`src/rtl/ppu_mem_arbiter.sv`:
```
// ---------------------------------------------------------------------------
// ppu_mem_arbiter
//
// Shares the VRAM and OAM ports between the CPU, the PPU fetch unit and the
// OAM DMA engine. The engine also acts as the DMA controller: a CPU write to
// 16'hFF46 copies DMA_LEN bytes from {page, 8'h00} on the system bus into
// OAM. Each byte takes one READ cycle and one WRITE cycle.
//
// Priorities: OAM  -> DMA > PPU > CPU
//             VRAM -> PPU > CPU
// While a DMA runs, PPU and CPU OAM reads return 8'hFF and CPU OAM writes
// are dropped. Read data is returned one cycle after the request. A
// registered grant tag per requester selects the RAM that was read. With no
// granted read in the previous cycle, the data output is 8'hFF.
//
// Optional feature (macro PPU_MODE_LOCK_EN): while the LCD is enabled, the
// CPU is locked out of VRAM in DRAW mode and out of OAM in SCAN and DRAW
// mode. This lockout applies whether or not the PPU is requesting. Without
// the macro, the CPU loses a memory only to a higher-priority requester
// that uses that memory in the same cycle.
//
// Ports
//   clk, rst            clock (rising edge), async active-low reset
//   ppu_mode, lcd_en    PPU mode (0 HBLANK, 1 VBLANK, 2 SCAN, 3 DRAW), LCDC.7
//   cpu_*               CPU bus: addr/rd/wr/wdata in, rdata out
//   ppu_*               PPU fetch: rd/addr in, rdata out
//   vram_*              VRAM port (sync RAM, 1-cycle read latency)
//   oam_*               OAM port  (sync RAM, 1-cycle read latency)
//   dma_src_addr/dma_rd system-bus read for DMA, dma_rdata 1 cycle later
//   dma_active          high in DMA states START, READ, WRITE
// ---------------------------------------------------------------------------
module ppu_mem_arbiter #(
  parameter int DMA_LEN = 160
) (
  input  logic        clk,
  input  logic        rst,
  input  logic [1:0]  ppu_mode,
  input  logic        lcd_en,
  input  logic [15:0] cpu_addr,
  input  logic        cpu_rd,
  input  logic        cpu_wr,
  input  logic [7:0]  cpu_wdata,
  output logic [7:0]  cpu_rdata,
  input  logic        ppu_rd,
  input  logic [15:0] ppu_addr,
  output logic [7:0]  ppu_rdata,
  output logic [12:0] vram_addr,
  output logic        vram_we,
  output logic [7:0]  vram_wdata,
  input  logic [7:0]  vram_rdata,
  output logic [7:0]  oam_addr,
  output logic        oam_we,
  output logic [7:0]  oam_wdata,
  input  logic [7:0]  oam_rdata,
  output logic [15:0] dma_src_addr,
  output logic        dma_rd,
  input  logic [7:0]  dma_rdata,
  output logic        dma_active
);

  typedef enum logic [1:0] {DMA_IDLE, DMA_START, DMA_READ, DMA_WRITE} dma_state_e;
  typedef enum logic [1:0] {TAG_NONE, TAG_VRAM, TAG_OAM} tag_e;

  localparam logic [7:0]  LAST_IDX  = 8'(DMA_LEN - 1);
  localparam logic [15:0] DMA_REG   = 16'hFF46;

  dma_state_e state, state_next;
  logic [7:0] idx, idx_next;
  logic [7:0] page, page_next;
  tag_e       cpu_tag, cpu_tag_next;
  tag_e       ppu_tag, ppu_tag_next;

  // -------------------------------------------------------------------------
  // Address decode and request qualification
  // -------------------------------------------------------------------------
  logic cpu_in_vram, cpu_in_oam, ppu_in_vram, ppu_in_oam;
  logic cpu_access, cpu_read, dma_trigger;

  assign cpu_in_vram = (cpu_addr[15:13] == 3'b100);
  assign cpu_in_oam  = (cpu_addr[15:8] == 8'hFE) && (cpu_addr[7:0] < 8'hA0);
  assign ppu_in_vram = (ppu_addr[15:13] == 3'b100);
  assign ppu_in_oam  = (ppu_addr[15:8] == 8'hFE) && (ppu_addr[7:0] < 8'hA0);

  // A simultaneous read and write is a write; the read half is ignored.
  assign cpu_access  = cpu_rd | cpu_wr;
  assign cpu_read    = cpu_rd & ~cpu_wr;
  assign dma_trigger = cpu_wr && (cpu_addr == DMA_REG);

  assign dma_active  = (state != DMA_IDLE);

  logic cpu_vram_locked, cpu_oam_locked;

`ifdef PPU_MODE_LOCK_EN
  localparam logic [1:0] MODE_SCAN = 2'd2;
  localparam logic [1:0] MODE_DRAW = 2'd3;

  assign cpu_vram_locked = lcd_en && (ppu_mode == MODE_DRAW);
  assign cpu_oam_locked  = lcd_en && ((ppu_mode == MODE_SCAN) || (ppu_mode == MODE_DRAW));
`else
  // Mode inputs are only consulted by the lockout feature.
  logic mode_unused;
  assign mode_unused     = ^{ppu_mode, lcd_en};
  assign cpu_vram_locked = 1'b0;
  assign cpu_oam_locked  = 1'b0;
`endif

  logic ppu_vram_gnt, ppu_oam_gnt, cpu_vram_gnt, cpu_oam_gnt;

  assign ppu_vram_gnt = ppu_rd & ppu_in_vram;
  assign ppu_oam_gnt  = ppu_rd & ppu_in_oam & ~dma_active;
  assign cpu_vram_gnt = cpu_access & cpu_in_vram & ~ppu_vram_gnt & ~cpu_vram_locked;
  assign cpu_oam_gnt  = cpu_access & cpu_in_oam & ~dma_active & ~ppu_oam_gnt
                        & ~cpu_oam_locked;

  // -------------------------------------------------------------------------
  // DMA next-state logic
  // -------------------------------------------------------------------------
  always_comb begin
    // NOTE: every variable gets a default first so no path infers a latch.
    state_next = state;
    idx_next   = idx;
    page_next  = page;
    unique case (state)
      DMA_IDLE:  ;
      DMA_START: begin
        state_next = DMA_READ;
        idx_next   = 8'h00;
      end
      DMA_READ:  state_next = DMA_WRITE;
      DMA_WRITE: begin
        if (idx == LAST_IDX) begin
          state_next = DMA_IDLE;
        end else begin
          state_next = DMA_READ;
          idx_next   = idx + 8'h01;
        end
      end
      default:   state_next = DMA_IDLE;
    endcase
    // A trigger restarts the transfer from whatever state the FSM is in.
    if (dma_trigger) begin
      state_next = DMA_START;
      idx_next   = 8'h00;
      page_next  = cpu_wdata;
    end
  end

  // -------------------------------------------------------------------------
  // Memory port muxing and grant tags
  // -------------------------------------------------------------------------
  always_comb begin
    vram_addr    = '0;
    vram_we      = 1'b0;
    vram_wdata   = '0;
    oam_addr     = '0;
    oam_we       = 1'b0;
    oam_wdata    = '0;
    dma_src_addr = '0;
    dma_rd       = 1'b0;
    cpu_tag_next = TAG_NONE;
    ppu_tag_next = TAG_NONE;

    if (ppu_vram_gnt) begin
      vram_addr    = ppu_addr[12:0];
      ppu_tag_next = TAG_VRAM;
    end else if (cpu_vram_gnt) begin
      vram_addr = cpu_addr[12:0];
      vram_we   = cpu_wr;
      if (cpu_wr) vram_wdata = cpu_wdata;
      if (cpu_read) cpu_tag_next = TAG_VRAM;
    end

    if (state == DMA_WRITE) begin
      oam_addr  = idx;
      oam_we    = 1'b1;
      oam_wdata = dma_rdata;
    end else if (ppu_oam_gnt) begin
      oam_addr     = ppu_addr[7:0];
      ppu_tag_next = TAG_OAM;
    end else if (cpu_oam_gnt) begin
      oam_addr = cpu_addr[7:0];
      oam_we   = cpu_wr;
      if (cpu_wr) oam_wdata = cpu_wdata;
      if (cpu_read) cpu_tag_next = TAG_OAM;
    end

    if (state == DMA_READ) begin
      dma_rd       = 1'b1;
      dma_src_addr = {page, idx};
    end
  end

  // -------------------------------------------------------------------------
  // State registers
  // -------------------------------------------------------------------------
  // NOTE: sequential state uses non-blocking assignments so every register
  // samples the pre-edge values regardless of statement order.
  always_ff @(posedge clk or negedge rst) begin
    if (!rst) begin
      state   <= DMA_IDLE;
      idx     <= 8'h00;
      page    <= 8'h00;
      cpu_tag <= TAG_NONE;
      ppu_tag <= TAG_NONE;
    end else begin
      state   <= state_next;
      idx     <= idx_next;
      page    <= page_next;
      cpu_tag <= cpu_tag_next;
      ppu_tag <= ppu_tag_next;
    end
  end

  // -------------------------------------------------------------------------
  // Read data return, one cycle after the granted request
  // -------------------------------------------------------------------------
  always_comb begin
    unique case (cpu_tag)
      TAG_VRAM: cpu_rdata = vram_rdata;
      TAG_OAM:  cpu_rdata = oam_rdata;
      default:  cpu_rdata = 8'hFF;
    endcase
    unique case (ppu_tag)
      TAG_VRAM: ppu_rdata = vram_rdata;
      TAG_OAM:  ppu_rdata = oam_rdata;
      default:  ppu_rdata = 8'hFF;
    endcase
  end

endmodule

```
`config.mk`:
```
export PLATFORM = sky130hd
export DESIGN_NAME = ppu_mem_arbiter
export DESIGN_NICKNAME = d
export VERILOG_FILES = /design/src/rtl/ppu_mem_arbiter.sv
export SDC_FILE = /design/constraint.sdc
export NUM_CORES = 1
export LEC_CHECK = 0
export CAP_MARGIN = 20
export CORE_UTILIZATION = 37
export DETAILED_ROUTE_END_ITERATION = 16
export GPL_TIMING_DRIVEN = 0
export PLACE_DENSITY = 0.88
export SKIP_LAST_GASP = 1
export SLEW_MARGIN = 20
export SYNTH_ARGS = -nofsm -noshare
export SYNTH_HDL_FRONTEND = slang
export SYNTH_SLANG_ARGS = --single-unit
```
`constraint.sdc`:
```
create_clock -name clk -period 2.9 [get_ports clk]
set_clock_uncertainty 0.05 [all_clocks]
set_input_delay 0.58 -clock clk [delete_from_list [all_inputs] [get_ports clk]]
set_output_delay 0.58 -clock clk [all_outputs]
set_load 0.1 [all_outputs]
```
# After elaboration in Yosys (flattened, before gate mapping)
# Index checks and enable logic that the tools add are counted.
classes:
  addsub: 1
  n_lt_le_gt_ge: 2
  eq_ne: 14
  n_mux: 36
  bitwise_logic: 14
  n_reduce_logical: 7
op_table:
  columns: ["operator", "n"]
  rows:
  - ["two-way mux 8 bit", 11]
  - ["case mux 8 bit (2 select lines)", 3]
  - ["two-way mux 13 bit", 2]
  - ["== test 8 bit (second input constant)", 3]
  - ["== test 16 bit (second input constant)", 1]
  - ["less-than comparator 8 bit (second input constant)", 2]
  - ["two-way mux 16 bit", 1]
  - ["two-way mux 2 bit", 8]
  - ["two-way mux 1 bit", 10]
  - ["bitwise AND 1 bit", 9]
  - ["adder 8 x 1 -> 8 bit (second input constant)", 1]
  - ["== test 2 bit (second input constant)", 4]
  - ["== test 2 x 1 -> 1 bit (second input constant)", 3]
  - ["== test 3 bit (second input constant)", 2]
  - ["case mux 2 bit (3 select lines)", 1]
  - ["inverter 1 bit", 4]
  - ["nonzero test 4 bit", 1]
  - ["logical AND 1 bit", 3]
  - ["!= test 3 bit (second input constant)", 1]
  - ["nonzero test 3 bit", 1]
  - ["AND reduction 2 bit", 1]
  - ["nonzero test 2 bit", 1]
  - ["OR 1 bit", 1]
word_totals:
  reg_bits: 22
  in_bits: 72
  out_inout_bits: 73

# Logic depth before layout (Yosys ltp)
logic_depth:
  depth_word: 10
  mapped_depth: 5

# Worst setup path before layout
# OpenSTA, ideal clock, no wires.
synth_path:
  kind: "register to output"
  from: "register state[1]"
  to: "output oam_addr[1]"
  arrival_ps: 3648
  path_slack_ps: -1378
  path_stages_with_launch: 5
  n_path_buf: 0
  cell_sequence: "dfrtp_1 or2_2 nor4_1 nand2_1 o21ai_0"
synth_between:
  elab_chain_cells: 8
  elab_cells_between_ends: 10
  cone_classes: "eq/ne (1); mux (3); bitwise (5); reduce/logical (1)"
synth_lines:
  columns: ["element", "line_no", "rtl"]
  rows:
  - ["start, declared", "67", "dma_state_e state, state_next;"]
  - ["start signal, assigned", "206", "state <= state_next;"]
  - ["nonzero test 2 bit *", "89", "assign dma_active = (state != DMA_IDLE);"]
  - ["net dma_active", "58", "output logic dma_active"]
  - ["inverter 1 bit *", "110, 112", null]
  - ["bitwise AND 1 bit", "110", "assign ppu_oam_gnt = ppu_rd & ppu_in_oam & ~dma_active;"]
  - ["inverter 1 bit", "112", "assign cpu_oam_gnt = cpu_access & cpu_in_oam & ~dma_active & ~ppu_oam_gnt"]
  - ["bitwise AND 1 bit", "112", null]
  - ["two-way mux 8 bit", "180", "end else if (cpu_oam_gnt) begin"]
  - ["two-way mux 8 bit *", "177", "end else if (ppu_oam_gnt) begin"]
  - ["two-way mux 8 bit *", "173", "if (state == DMA_WRITE) begin"]
  - ["end, declared", "51", "output logic [7:0] oam_addr,"]
# Mark *: on every way through the listed nets, which the timed path passes. The rest lies on a longest branch.

# Worst setup path in the final report
layout_path:
  from: "register state[0]"
  to: "output dma_active"
layout_between:
  elab_chain_cells: 1
layout_lines:
  columns: ["element", "line_no"]
  rows:
  - ["nonzero test 2 bit", "89"]
  - ["end, declared", "58"]
# Every way passes these cells.

==> summary.md <==
| Metric | Value |
|---|---|
| Run status | finished, violations left |
| Violated checks | negative setup slack |
| Register-to-Register Setup Slack | 810 ps |
| Count of state elements after synthesis | 22 |
| Clock edge transition at the registers on the reported setup and hold paths | 90 ps |
| Combined global-route utilization of all metal layers | 0.3247 |
| Synthesized area per cell | 8.199 µm² |
| Hold bufs inserted after CTS | 0 |
| Crit. End Element | output port |
| DRC violation count after routing | 0 |
| Final number of max-transition violations | 0 |
| Sequential area share after synthesis | 0.2857 |
| Overall routed net length | 9534 µm |
| Area of the multi-input gates | 1555 µm² |
| Total power draw | 2385 µW |
| Number of nets in the layout | 470 |
| Total grt overflow | 0 |
| Count of buffers from port buffering | 141 |
| Final HPWL DP | 6224 µm |
| Largest cells by area after synthesis | sky130_fd_sc_hd__dfrtp_1 29%, sky130_fd_sc_hd__a221o_1 8.3%, sky130_fd_sc_hd__a22o_1 5.9% |
| Largest net degree at the start of global routing | 23 |
| Power density relative to cell area | 613.0 nW/µm² |
| Static leakage | 0.001897 µW |
| Slew at the pin closest to its max-slew limit | 1006 ps |
| End-of-flow core utilization | 0.7972 |
| Average wire per cell in the routed design | 20.77 µm |
| Weighted congestion at the end of routability-driven global placement | 0.8454 |
| Layout overhead on the synthesized area | 101.9% |
| Maximum ir drop on the vdd rail | 655.4 µV |
| Clock Sink Count | 22 |
| Initial antenna violation count | 0 |
| Post-route antenna net violation count | 0 |
| Number of detailed-routing iterations run before antenna repair | 4 |
| Area leader, netlist | sky130_fd_sc_hd__dfrtp_1 |
| Critical path startpoint category | flop |
| Post-placement cell count | 443 |
| Number of diodes added for antenna fixing | 0 |
| Achievable frequency | 343.5 MHz |
| Ranking of synthesized cells by instance count | 30 x sky130_fd_sc_hd__nand2_1, 22 x sky130_fd_sc_hd__dfrtp_1, 22 x sky130_fd_sc_hd__o21ai_0 |
| Register-to-Register Path Depth | 5 |
| Top Ports | 145 |
| TritonCTS clock tree | yes |
| Clock latency of the later-clocked register in the worst-skew pair | 270 ps |
| Kind of path behind the tightest hold check | in -> async |
| Crit-path max FO | 7 |
| Number of global-route vias before repair | 2,793 |
| First DRT Iteration DRCs | 218 |
| Die area | 5500 µm² |
| Worst-case setup margin in the final layout | -10.96 ps |
| Standard-cell row count | 25 |
| Maximum root-to-sink buffer count | 2 |
| Total standard cell area after synthesis | 1927 µm² |
| Critical path type | reg -> out |
| Critical path required time | 2270 ps |
| Hold Fails Final Rpt | 0 |
| Placed standard-cell area | 3572 µm² |
| Filler cell count in the final layout | 314 |
| Maxcap violations | 0 |
| Critical path destination | dma_active |
| Count of unique library cells instantiated by Yosys | 42 |
| Starting density of the core | 0.3949 |
| Die width | 74.17 µm |
| Start of the worst register-to-register path | state[0]$_DFFE_PN0P_ |
| RSZ-0062 raised after global routing | yes |
| Worst Setup SP | state[0]$_DFFE_PN0P_ |
| Count leader, synth | sky130_fd_sc_hd__nand2_1 |
| Nets in the synthesized netlist | 312 |
| Number of synthesized flops with an enable pin | 0 |
| Register Area | 551.8 µm² |
| Per-cell via count in the routed design | 6.070 |
| Primary FF master, synth | sky130_fd_sc_hd__dfrtp_1 |
| Die Height | 74.17 µm |
| Number of warnings issued by yosys | 0 |
| Period utilisation layout | 1.004 |
| Fin area | 3890 µm² |
| Total number of vias | 2,786 |
| Setup violations, final | 1 |
| Data arrival at the endpoint of the critical path | 2280 ps |
| Worst relative slew slack | 0.3270 |
| Inserted Clock Buffers | 3 |
| Synth async-reset ratio | 1.000 |
| Worst hold slack after final layout | 218.0 ps |
| Shortest period the worst path allows | 2911 ps |
| Clock root buffer master | sky130_fd_sc_hd__clkbuf_8 |
| Global-route wire length before repair | 13,550 µm |
| FF-to-FF End | cpu_tag[1]$_DFF_PN0_ |
| Post-Layout Cell Count | 459 |
| Area share of the largest cell type after synthesis | 0.2857 |
| Maximum level of the CTS H-tree | 1 |
| Fraction of layout cells with a size suffix above 1 | 0.3699 |
| Count of mapped cells out of synthesis | 235 |
| Core region area | 4880 µm² |
-- kinds of logic (layout without fill, tap and decap cells) --
kind of cell / count (synthesis) / in the layout / synth area share
multiplexers: 9 / 9 / 0.05195
AND/OR/NAND/NOR: 103 / 103 / 0.3091
buffers and inverters: 24 / 181 / 0.05194
adder cells (fa/ha/maj): 5 / 5 / 0.03247
flip-flops: 22 / 22 / 0.2857
AO/OA/AOI/OAI: 72 / 72 / 0.2688
-- worst min-delay path by stage --
stage                             start              endpoint  slack [ps]  depth (start not counted)
floorplan                           rst  cpu_tag[0]$_DFF_PN0_         230                          0
global placement    page[3]$_DFFE_PN0N_   page[3]$_DFFE_PN0N_         430                          1
detailed placement  page[1]$_DFFE_PN0N_   page[1]$_DFFE_PN0N_         440                          1
CTS                 page[1]$_DFFE_PN0N_   page[1]$_DFFE_PN0N_         460                          1
global route                        rst   page[4]$_DFFE_PN0N_         260                          1
finish                              rst   page[2]$_DFFE_PN0N_         220                          1
-- where the power goes --
part / leakage [µW] / switching [µW] / total (µW) / internal [µW]
Clock: 0.0000288 / 112 / 233 / 121
Sequential: 0.000289 / 66.9 / 404 / 337
Combinational: 0.00158 / 1280 / 1750 / 465
Total: 0.00190 / 1460 / 2380 / 923
-- cell usage in the layout (no fill, tap or decap), types with 3 or more instances in the layout --
cell type	netlist	routed
sky130_fd_sc_hd__a21oi_1	11	10
sky130_fd_sc_hd__a221o_1	16	16
sky130_fd_sc_hd__a22o_1	13	3
sky130_fd_sc_hd__a22o_2	0	4
sky130_fd_sc_hd__a22o_4	0	6
sky130_fd_sc_hd__a22oi_1	6	6
sky130_fd_sc_hd__and2_1	18	18
sky130_fd_sc_hd__and3_1	12	12
sky130_fd_sc_hd__buf_12	0	7
sky130_fd_sc_hd__buf_2	2	3
sky130_fd_sc_hd__buf_4	0	28
sky130_fd_sc_hd__buf_6	1	12
sky130_fd_sc_hd__buf_8	0	6
sky130_fd_sc_hd__clkbuf_1	11	6
sky130_fd_sc_hd__clkbuf_2	0	19
sky130_fd_sc_hd__clkbuf_8	0	4
sky130_fd_sc_hd__clkdlybuf4s15_2	0	11
sky130_fd_sc_hd__clkdlybuf4s50_1	0	47
sky130_fd_sc_hd__dfrtp_1	22	21
sky130_fd_sc_hd__dlygate4sd2_1	0	14
sky130_fd_sc_hd__dlymetal6s2s_1	0	14
sky130_fd_sc_hd__ha_1	5	5
sky130_fd_sc_hd__inv_1	6	6
sky130_fd_sc_hd__mux2_2	8	8
sky130_fd_sc_hd__nand2_1	30	29
sky130_fd_sc_hd__nand3_1	3	3
sky130_fd_sc_hd__nand4_1	5	5
sky130_fd_sc_hd__nor2_1	8	6
sky130_fd_sc_hd__o21ai_0	22	5
sky130_fd_sc_hd__o21ai_2	0	8
sky130_fd_sc_hd__o21ai_4	0	9
-- final cells by class --
type | count | share of cell area
clock buffer | 4 | 0.01415
multi-input combinational | 189 | 0.3998
timing repair buffer | 154 | 0.3940
tap | 67 | 0.02155
inverter | 7 | 0.007398
sequential | 22 | 0.1418
buffer | 16 | 0.02123
-- state kept, by name, indices dropped and copies added (netlist names) --
register  count
state         2
page          8
ppu_tag       2
idx           8
cpu_tag       2
-- per-layer routing --
layer / vias up / part of all wire / GRT usage
met3: 51 / 0.12 / 0.09756
met5: - / 0 / 0
met4: 0 / 0.054 / 0.1239
met1: 1301 / 0.34 / 0.3535
li1: 1211 / - / -
met2: 223 / 0.48 / 0.5899
-- critical path, cell delays in order, from the launching register on --
cell and delay [ps]:
sky130_fd_sc_hd__dfrtp_1 590, sky130_fd_sc_hd__or2_4 250, sky130_fd_sc_hd__clkdlybuf4s50_1 1170
-- repair_timing --
| item | in CTS | in global routing |
|---|---|---|
| resized for setup | 361 | 55 |
| setup endpoints to repair | 72 | 62 |
| gates cloned | 2 | 0 |
| pin swaps | 9 | 10 |
| buffers inserted | 10 | 1 |
-- per-stage QoR --
step,worst slack (ps),TNS [ps]
final,-10.96,-10.96
after global placement,-1596,-53010
after floorplan,-317.0,-2417
after CTS,-102.9,-135.7
after global routing,-27.53,-63.54
after detailed placement,-1624,-54840
No activity file was read; power rests on OpenSTA's default activity.
